$ cat config.mk
export PLATFORM = sky130hd
export DESIGN_NAME = dma_channel_arbiter_flat
export DESIGN_NICKNAME = d
export VERILOG_FILES = /design/src/rtl/dma_channel_arbiter_pkg.sv /design/src/rtl/dma_channel_arbiter_if.sv /design/src/rtl/dma_channel_arbiter_prio_enc.sv /design/src/rtl/dma_channel_arbiter.sv /design/src/flat_wrapper.sv
export SDC_FILE = /design/constraint.sdc
export NUM_CORES = 1
export LEC_CHECK = 0
export CORE_MARGIN = 2
export CORE_UTILIZATION = 50
export CTS_BUF_LIST = sky130_fd_sc_hd__clkbuf_4 sky130_fd_sc_hd__clkbuf_8 sky130_fd_sc_hd__clkbuf_16
export DETAILED_ROUTE_END_ITERATION = 7
export PLACE_DENSITY = 0.86
export SLEW_MARGIN = 20
export SYNTH_ARGS = -nofsm -noshare
export SYNTH_HDL_FRONTEND = slang
export SYNTH_SLANG_ARGS = --single-unit
$ cat constraint.sdc
create_clock -name CLK -period 4.72 [get_ports CLK]
set_input_delay 0.472 -clock CLK [delete_from_list [all_inputs] [get_ports CLK]]
set_output_delay 0.472 -clock CLK [all_outputs]
set_load 0.005 [all_outputs]
$ cat src/rtl/dma_channel_arbiter_pkg.sv
// Shared types for the DMA channel arbiter: FSM states, channel encoding and
// one-hot helper.
package dma_channel_arbiter_pkg;

    localparam int NUM_CH = 4;

    typedef enum logic [1:0] {
        ARB_IDLE,
        ARB_REQ,
        ARB_GRANT,
        ARB_RELEASE
    } ARB_STATE_e;

    typedef enum logic [1:0] {
        CH0,
        CH1,
        CH2,
        CH3
    } CHANNEL_SELECT_e;

    function automatic logic [NUM_CH-1:0] ch_onehot(input logic [1:0] ch);
        return NUM_CH'(1) << ch;
    endfunction

endpackage

$ cat src/rtl/dma_channel_arbiter_if.sv
// Request, hold-handshake and grant signals between the arbiter and its
// environment (command/mask registers, CPU hold logic, timing FSM).
interface dma_channel_arbiter_if;
    import dma_channel_arbiter_pkg::*;

    logic [NUM_CH-1:0] DREQ;
    logic              DREQ_SENSE_LOW;
    logic              DACK_SENSE_HIGH;
    logic              ROTATE_PRIORITY;
    logic              CTRL_DISABLE;
    logic [NUM_CH-1:0] MASK;
    logic [NUM_CH-1:0] SW_REQ;
    logic              HLDA;
    logic              EOS;
    logic              HRQ;
    logic [NUM_CH-1:0] DACK;
    logic              GRANT_VALID;
    CHANNEL_SELECT_e   GRANT_CH;

    modport master (
        input  DREQ, DREQ_SENSE_LOW, DACK_SENSE_HIGH, ROTATE_PRIORITY,
               CTRL_DISABLE, MASK, SW_REQ, HLDA, EOS,
        output HRQ, DACK, GRANT_VALID, GRANT_CH
    );

    modport slave (
        output DREQ, DREQ_SENSE_LOW, DACK_SENSE_HIGH, ROTATE_PRIORITY,
               CTRL_DISABLE, MASK, SW_REQ, HLDA, EOS,
        input  HRQ, DACK, GRANT_VALID, GRANT_CH
    );

endinterface

$ cat src/rtl/dma_channel_arbiter_prio_enc.sv
// Combinational priority pick: rotate so the pointer channel sits at bit 0,
// take the lowest set bit, then rotate the index back.
module dma_priority_encoder
    import dma_channel_arbiter_pkg::*;
(
    input  logic [NUM_CH-1:0] req,
    input  logic [1:0]        pointer,
    output logic [1:0]        winner,
    output logic              any
);

    logic [NUM_CH-1:0] req_rot;
    logic [1:0]        pick;

    genvar gi;
    generate
        for (gi = 0; gi < NUM_CH; gi++) begin : g_rot
            assign req_rot[gi] = req[2'(gi) + pointer];
        end
    endgenerate

    always_comb begin
        pick = 2'd0;
        for (int i = NUM_CH - 1; i >= 0; i--) begin
            if (req_rot[i]) pick = 2'(i);
        end
        winner = pick + pointer;
        any    = |req;
    end

endmodule

$ cat src/rtl/dma_channel_arbiter.sv
// Conditions DREQ, runs the HRQ/HLDA handshake and holds a one-hot grant
// (driving DACK) for the chosen channel until end of service.
module dma_channel_arbiter
    import dma_channel_arbiter_pkg::*;
(
    input  logic                   CLK,
    input  logic                   RESET_N,
    dma_channel_arbiter_if.master  bus
);

    ARB_STATE_e        state_q, state_d;
    logic [NUM_CH-1:0] dreq_q;
    logic [NUM_CH-1:0] grant_q, grant_d;
    CHANNEL_SELECT_e   grant_ch_q, grant_ch_d;
    logic              hrq_q, hrq_d;
    logic              grant_valid_q, grant_valid_d;
    logic [1:0]        ptr_q, ptr_d;

    logic [NUM_CH-1:0] req;
    logic [1:0]        winner;
    logic              any_req;

    // SW_REQ bypasses both the sense inversion and the mask.
    assign req = ((dreq_q ^ {NUM_CH{bus.DREQ_SENSE_LOW}}) & ~bus.MASK) | bus.SW_REQ;

    dma_priority_encoder u_prio (
        .req     (req),
        .pointer (ptr_q),
        .winner  (winner),
        .any     (any_req)
    );

    always_comb begin
        state_d       = state_q;
        grant_d       = grant_q;
        grant_ch_d    = grant_ch_q;
        hrq_d         = hrq_q;
        grant_valid_d = grant_valid_q;
        ptr_d         = ptr_q;

        unique case (state_q)
            ARB_IDLE: begin
                if (any_req && !bus.CTRL_DISABLE) begin
                    state_d = ARB_REQ;
                    hrq_d   = 1'b1;
                end
            end
            ARB_REQ: begin
                if (bus.CTRL_DISABLE) begin
                    state_d = ARB_RELEASE;
                    hrq_d   = 1'b0;
                end else if (bus.HLDA) begin
                    if (any_req) begin
                        state_d       = ARB_GRANT;
                        grant_d       = ch_onehot(winner);
                        grant_ch_d    = CHANNEL_SELECT_e'(winner);
                        grant_valid_d = 1'b1;
                    end else begin
                        state_d = ARB_RELEASE;
                        hrq_d   = 1'b0;
                    end
                end
            end
            ARB_GRANT: begin
                // EOS wins over a simultaneous HLDA drop so the pointer still rotates.
                if (bus.EOS) begin
                    state_d       = ARB_RELEASE;
                    grant_d       = '0;
                    grant_valid_d = 1'b0;
                    hrq_d         = 1'b0;
                    ptr_d         = grant_ch_q + 2'd1;
                end else if (!bus.HLDA) begin
                    state_d       = ARB_IDLE;
                    grant_d       = '0;
                    grant_valid_d = 1'b0;
                    hrq_d         = 1'b0;
                end
            end
            ARB_RELEASE: begin
                hrq_d = 1'b0;
                if (!bus.HLDA) state_d = ARB_IDLE;
            end
            default: state_d = ARB_IDLE;
        endcase

        if (!bus.ROTATE_PRIORITY) ptr_d = 2'd0;
    end

    always_ff @(posedge CLK or negedge RESET_N) begin
        if (!RESET_N) begin
            state_q       <= ARB_IDLE;
            dreq_q        <= '0;
            grant_q       <= '0;
            grant_ch_q    <= CH0;
            hrq_q         <= 1'b0;
            grant_valid_q <= 1'b0;
            ptr_q         <= 2'd0;
        end else begin
            state_q       <= state_d;
            dreq_q        <= bus.DREQ;
            grant_q       <= grant_d;
            grant_ch_q    <= grant_ch_d;
            hrq_q         <= hrq_d;
            grant_valid_q <= grant_valid_d;
            ptr_q         <= ptr_d;
        end
    end

    assign bus.HRQ         = hrq_q;
    assign bus.GRANT_VALID = grant_valid_q;
    assign bus.GRANT_CH    = grant_ch_q;
    assign bus.DACK        = grant_q ^ {NUM_CH{~bus.DACK_SENSE_HIGH}};

endmodule

$ cat src/flat_wrapper.sv
// flat-port wrapper written by rule: the top's interface ports become plain ports
module dma_channel_arbiter_flat import dma_channel_arbiter_pkg::*;
  (CLK, RESET_N, bus_DREQ, bus_DREQ_SENSE_LOW, bus_DACK_SENSE_HIGH, bus_ROTATE_PRIORITY, bus_CTRL_DISABLE, bus_MASK, bus_SW_REQ, bus_HLDA, bus_EOS, bus_HRQ, bus_DACK, bus_GRANT_VALID, bus_GRANT_CH);
  dma_channel_arbiter_if bus_i ();
  input  logic CLK;
  input  logic RESET_N;
  input wire logic [$bits(bus_i.DREQ)-1:0] bus_DREQ;
  input wire logic [$bits(bus_i.DREQ_SENSE_LOW)-1:0] bus_DREQ_SENSE_LOW;
  input wire logic [$bits(bus_i.DACK_SENSE_HIGH)-1:0] bus_DACK_SENSE_HIGH;
  input wire logic [$bits(bus_i.ROTATE_PRIORITY)-1:0] bus_ROTATE_PRIORITY;
  input wire logic [$bits(bus_i.CTRL_DISABLE)-1:0] bus_CTRL_DISABLE;
  input wire logic [$bits(bus_i.MASK)-1:0] bus_MASK;
  input wire logic [$bits(bus_i.SW_REQ)-1:0] bus_SW_REQ;
  input wire logic [$bits(bus_i.HLDA)-1:0] bus_HLDA;
  input wire logic [$bits(bus_i.EOS)-1:0] bus_EOS;
  output wire logic [$bits(bus_i.HRQ)-1:0] bus_HRQ;
  output wire logic [$bits(bus_i.DACK)-1:0] bus_DACK;
  output wire logic [$bits(bus_i.GRANT_VALID)-1:0] bus_GRANT_VALID;
  output wire logic [$bits(bus_i.GRANT_CH)-1:0] bus_GRANT_CH;
  assign bus_i.DREQ = bus_DREQ;
  assign bus_i.DREQ_SENSE_LOW = bus_DREQ_SENSE_LOW;
  assign bus_i.DACK_SENSE_HIGH = bus_DACK_SENSE_HIGH;
  assign bus_i.ROTATE_PRIORITY = bus_ROTATE_PRIORITY;
  assign bus_i.CTRL_DISABLE = bus_CTRL_DISABLE;
  assign bus_i.MASK = bus_MASK;
  assign bus_i.SW_REQ = bus_SW_REQ;
  assign bus_i.HLDA = bus_HLDA;
  assign bus_i.EOS = bus_EOS;
  assign bus_HRQ = bus_i.HRQ;
  assign bus_DACK = bus_i.DACK;
  assign bus_GRANT_VALID = bus_i.GRANT_VALID;
  assign bus_GRANT_CH = bus_i.GRANT_CH;
  dma_channel_arbiter u_core (.CLK(CLK), .RESET_N(RESET_N), .bus(bus_i));
endmodule
==> metrics.cfg <==
[min_path]
min_to = u_core.bus.GRANT_VALID
whs_path_depth = 2
hold_class = flop to flop
min_from = u_core.bus.GRANT_VALID

[layout]
fin_nets = 161
drive_gt1_share_pct = 10.2
fill_cells = 156
n_antenna_cell = 0
area_growth_pct = 26.9

[pwr]
power_density_nw_per_um2 = 388
internal_power_w = 0.000340
power_frac_clock_pct = 12.9
p_seq_share_pct = 41.6
comb_power_share_pct = 45.4
net-switching-power_w = 0.000197
p_leak_nw = 0.560
ir_drop_uv = 257
switching_share_pct = 36.7

[clocking]
htreeDepth = 1
clkTransAtPathRegs_ns = 0.09
clk_latency_ns = 0.28
post_cts_resized = 0
numClockSinks = 16
cts_hold_buf = 0
cts_buffers = 3
postCtsSetupRepairBufs = 0
clock-root-buffer = clkbuf_4
clockBufferDepth = 2
cts_tree = yes

[floorplanning]
die_height_um = 50.7
rows = 16
die_w_um = 50.7
ios = 28
start_util_pct = 54.4
core_region_area_um2 = 2000
die_area_um2 = 2570

[timing]
fin_crit_ns = 2.94
setup_slack_ns = 1.78
slew_viol_final = 0
clock_skew_ns = 0.00612
hold_viol_final = 0
slew_headroom_pct = 52.1
setup_viol_count_final = 0
period_share_pct = 62.3
rsz0062_at_grt = no
fmax_mhz = 340
fin_tns_setup_ns = 0
tightest_slew_ns = 0.716

[detailed_routing]
drt_first_pass_iters = 4
wl_per_cell_um = 14.6
vias_per_cell = 5.98
drtAntennaViolNets = 0
drt_iter0_drc = 17
vias = 980
drc = 0
wl_mm = 2.39

[logic_synthesis]
yosys.area.top_type = dfrtp_1
ys_types = 35
syn_nets = 134
synthCells = 112
synth_area_leaders = dfrtp_1, xnor2_1, nand3_1, nand2_1, o21bai_4
synth-edff-count = 0
async_reset_ff_share_pct = 100
syn_area_per_cell_um2 = 9.73
ys_ff_latch = 16
synth_top_area_share_pct = 36.7
synth_flop_cell = dfrtp_1
synth_area_um2 = 1090
yosysMostFrequentCell = dfrtp_1
synthTopCellsByCount = dfrtp_1, nand3_1, nand2_1
yosysSeqAreaShare_pct = 36.7
ys_warn_count = 0

[setup_path]
crit_path_start = bus_DREQ_SENSE_LOW
crit_path_max_incr_delay_ns = 0.56
crit_type = primary input to flop
path_max_fanout = 8
startpoint_type = primary input
r2r-end = u_core.grant_q[1]
worst_setup_path_end_kind = flop
crit_slowest_cell = clkdlybuf4s50_1
reg2reg_slack_ns = 2.17
crit_required_ns = 4.94
reg2reg_from = u_core.dreq_q[0]
cp.arrival_ns = 3.16
cp_cell_sequence = clkdlybuf4s50_1 -> xnor2_2 -> o21bai_4 -> or2_2 -> nor3b_1 -> a21oi_1 -> o21ai_1 -> ha_1 -> xor2_1 -> nand2_1 -> nor3_1 -> o21ai_0 -> nand3_1
reg2reg_depth = 12

[global_route]
grt_pass1_wl_mm = 4.10
grt_use_total_pct = 21.0
antenna_found_initial = 0
grt_pass1_vias = 990
grt_max_degree = 17
grt_overflow = 0

[placed_design]
preCtsSetupSlack_ns = 1.49
dp_hpwl_mm = 1.87
io_buffer_count = 27
finalWeightedCongestion = 0.812

[outcome]
status = completed

[flow_run]
cap_violations = 0

==> through the flow <==
step / cells / hold slack [ns] / instance area (um^2) / power (W) / util (%)
final: 164 / 0.487 / 1380 / 0.000537 / 69.1
after global routing: 164 / 0.542 / 1380 / 0.000582 / 69.1
after CTS: 164 / 0.490 / 1380 / 0.000541 / 69.1
after detailed placement: 161 / 0.468 / 1360 / 0.000469 / 67.9
after global placement: 161 / 0.460 / 1360 / 0.000456 / 67.9
after floorplan: 112 / 0.176 / 1090 / 0.000365 / -
==> layout by cell type (no fill, tap or decap), drive strengths merged, types with 2 or more instances in the layout <==
master / count
o21bai: 4
a311oi: 2
a21oi: 4
nand3: 12
nor2b: 3
or2: 3
nor4: 3
o2111ai: 4
clkdlybuf4s50: 27
dfrtp: 16
ha: 2
o21ba: 2
xnor2: 10
clkbuf: 3
o211a: 2
nand2: 10
nor3: 4
a21o: 2
o21ai: 10
inv: 3
==> cells by family (layout without fill, tap and decap cells) <==
logic type | count (synthesis) | after routing | share of synthesized area [%]
flops | 16 | 16 | 36.7
simple gates | 38 | 38 | 17.6
compound gates | 36 | 36 | 28.0
mux | 1 | 1 | 1.03
fa+ha+maj | 2 | 2 | 2.30
buf+inv | 8 | 33 | 4.13
xor+xnor | 11 | 11 | 10.2
==> power groups by stage <==
| stage | clock, W | combinational, W | sequential [W] |
|---|---|---|---|
| after floorplan | 0 | 0.000155 | 0.000210 |
| after global placement | 0 | 0.000234 | 0.000222 |
| after detailed placement | 0 | 0.000243 | 0.000226 |
| after CTS | 0.0000725 | 0.000245 | 0.000223 |
| after global routing | 0.0000797 | 0.000270 | 0.000232 |
| final | 0.0000695 | 0.000244 | 0.000224 |
==> registers in the layout, indices dropped and copies added (netlist names) <==
| register | flops |
|---|---|
| u_core.bus.GRANT_CH | 2 |
| u_core.dreq_q | 4 |
| u_core.bus.HRQ | 1 |
| u_core.grant_q | 4 |
| u_core.state_q | 2 |
| u_core.bus.GRANT_VALID | 1 |
| u_core.ptr_q | 2 |
==> final cells by class <==
type,count,area [um^2],area share [%]
clock buffers,3,22.5,1.63
repair buffers,27,270,19.5
flip-flops and latches,16,400,29.0
multi-input cells,88,644,46.6
inverters,3,11.3,0.814
well taps,27,33.8,2.44
==> worst max-delay path, delay by kind of cell <==
family	cells	cell delay, ns
buffers and inverters	1	0.56
adders and majority gates	1	0.23
AOI/OAI and AO/OA	4	0.45
and+or+nand+nor	5	0.92
xor gates and xnor gates	2	0.53
==> worst max path at each step <==
stage	endpoint	slack, ns	cells after the start
finish	u_core.grant_q[1]	1.78	13
CTS	u_core.grant_q[1]	1.78	13
global route	u_core.grant_q[1]	1.52	13
global placement	u_core.grant_q[2]	1.62	11
floorplan	u_core.grant_q[3]	2.30	13
detailed placement	u_core.grant_q[1]	1.49	13
==> per-layer routing <==
layer | global-route usage (%) | part of all wire, % | up-vias
met1 | 23.5 | 41 | 463
met2 | 38.2 | 50 | 44
met5 | 0 | 0 | -
met3 | 3.27 | 6.2 | 5
li1 | - | - | 468
met4 | 10.8 | 1.9 | 0
Note: power is estimated with default switching activity, not from simulation.
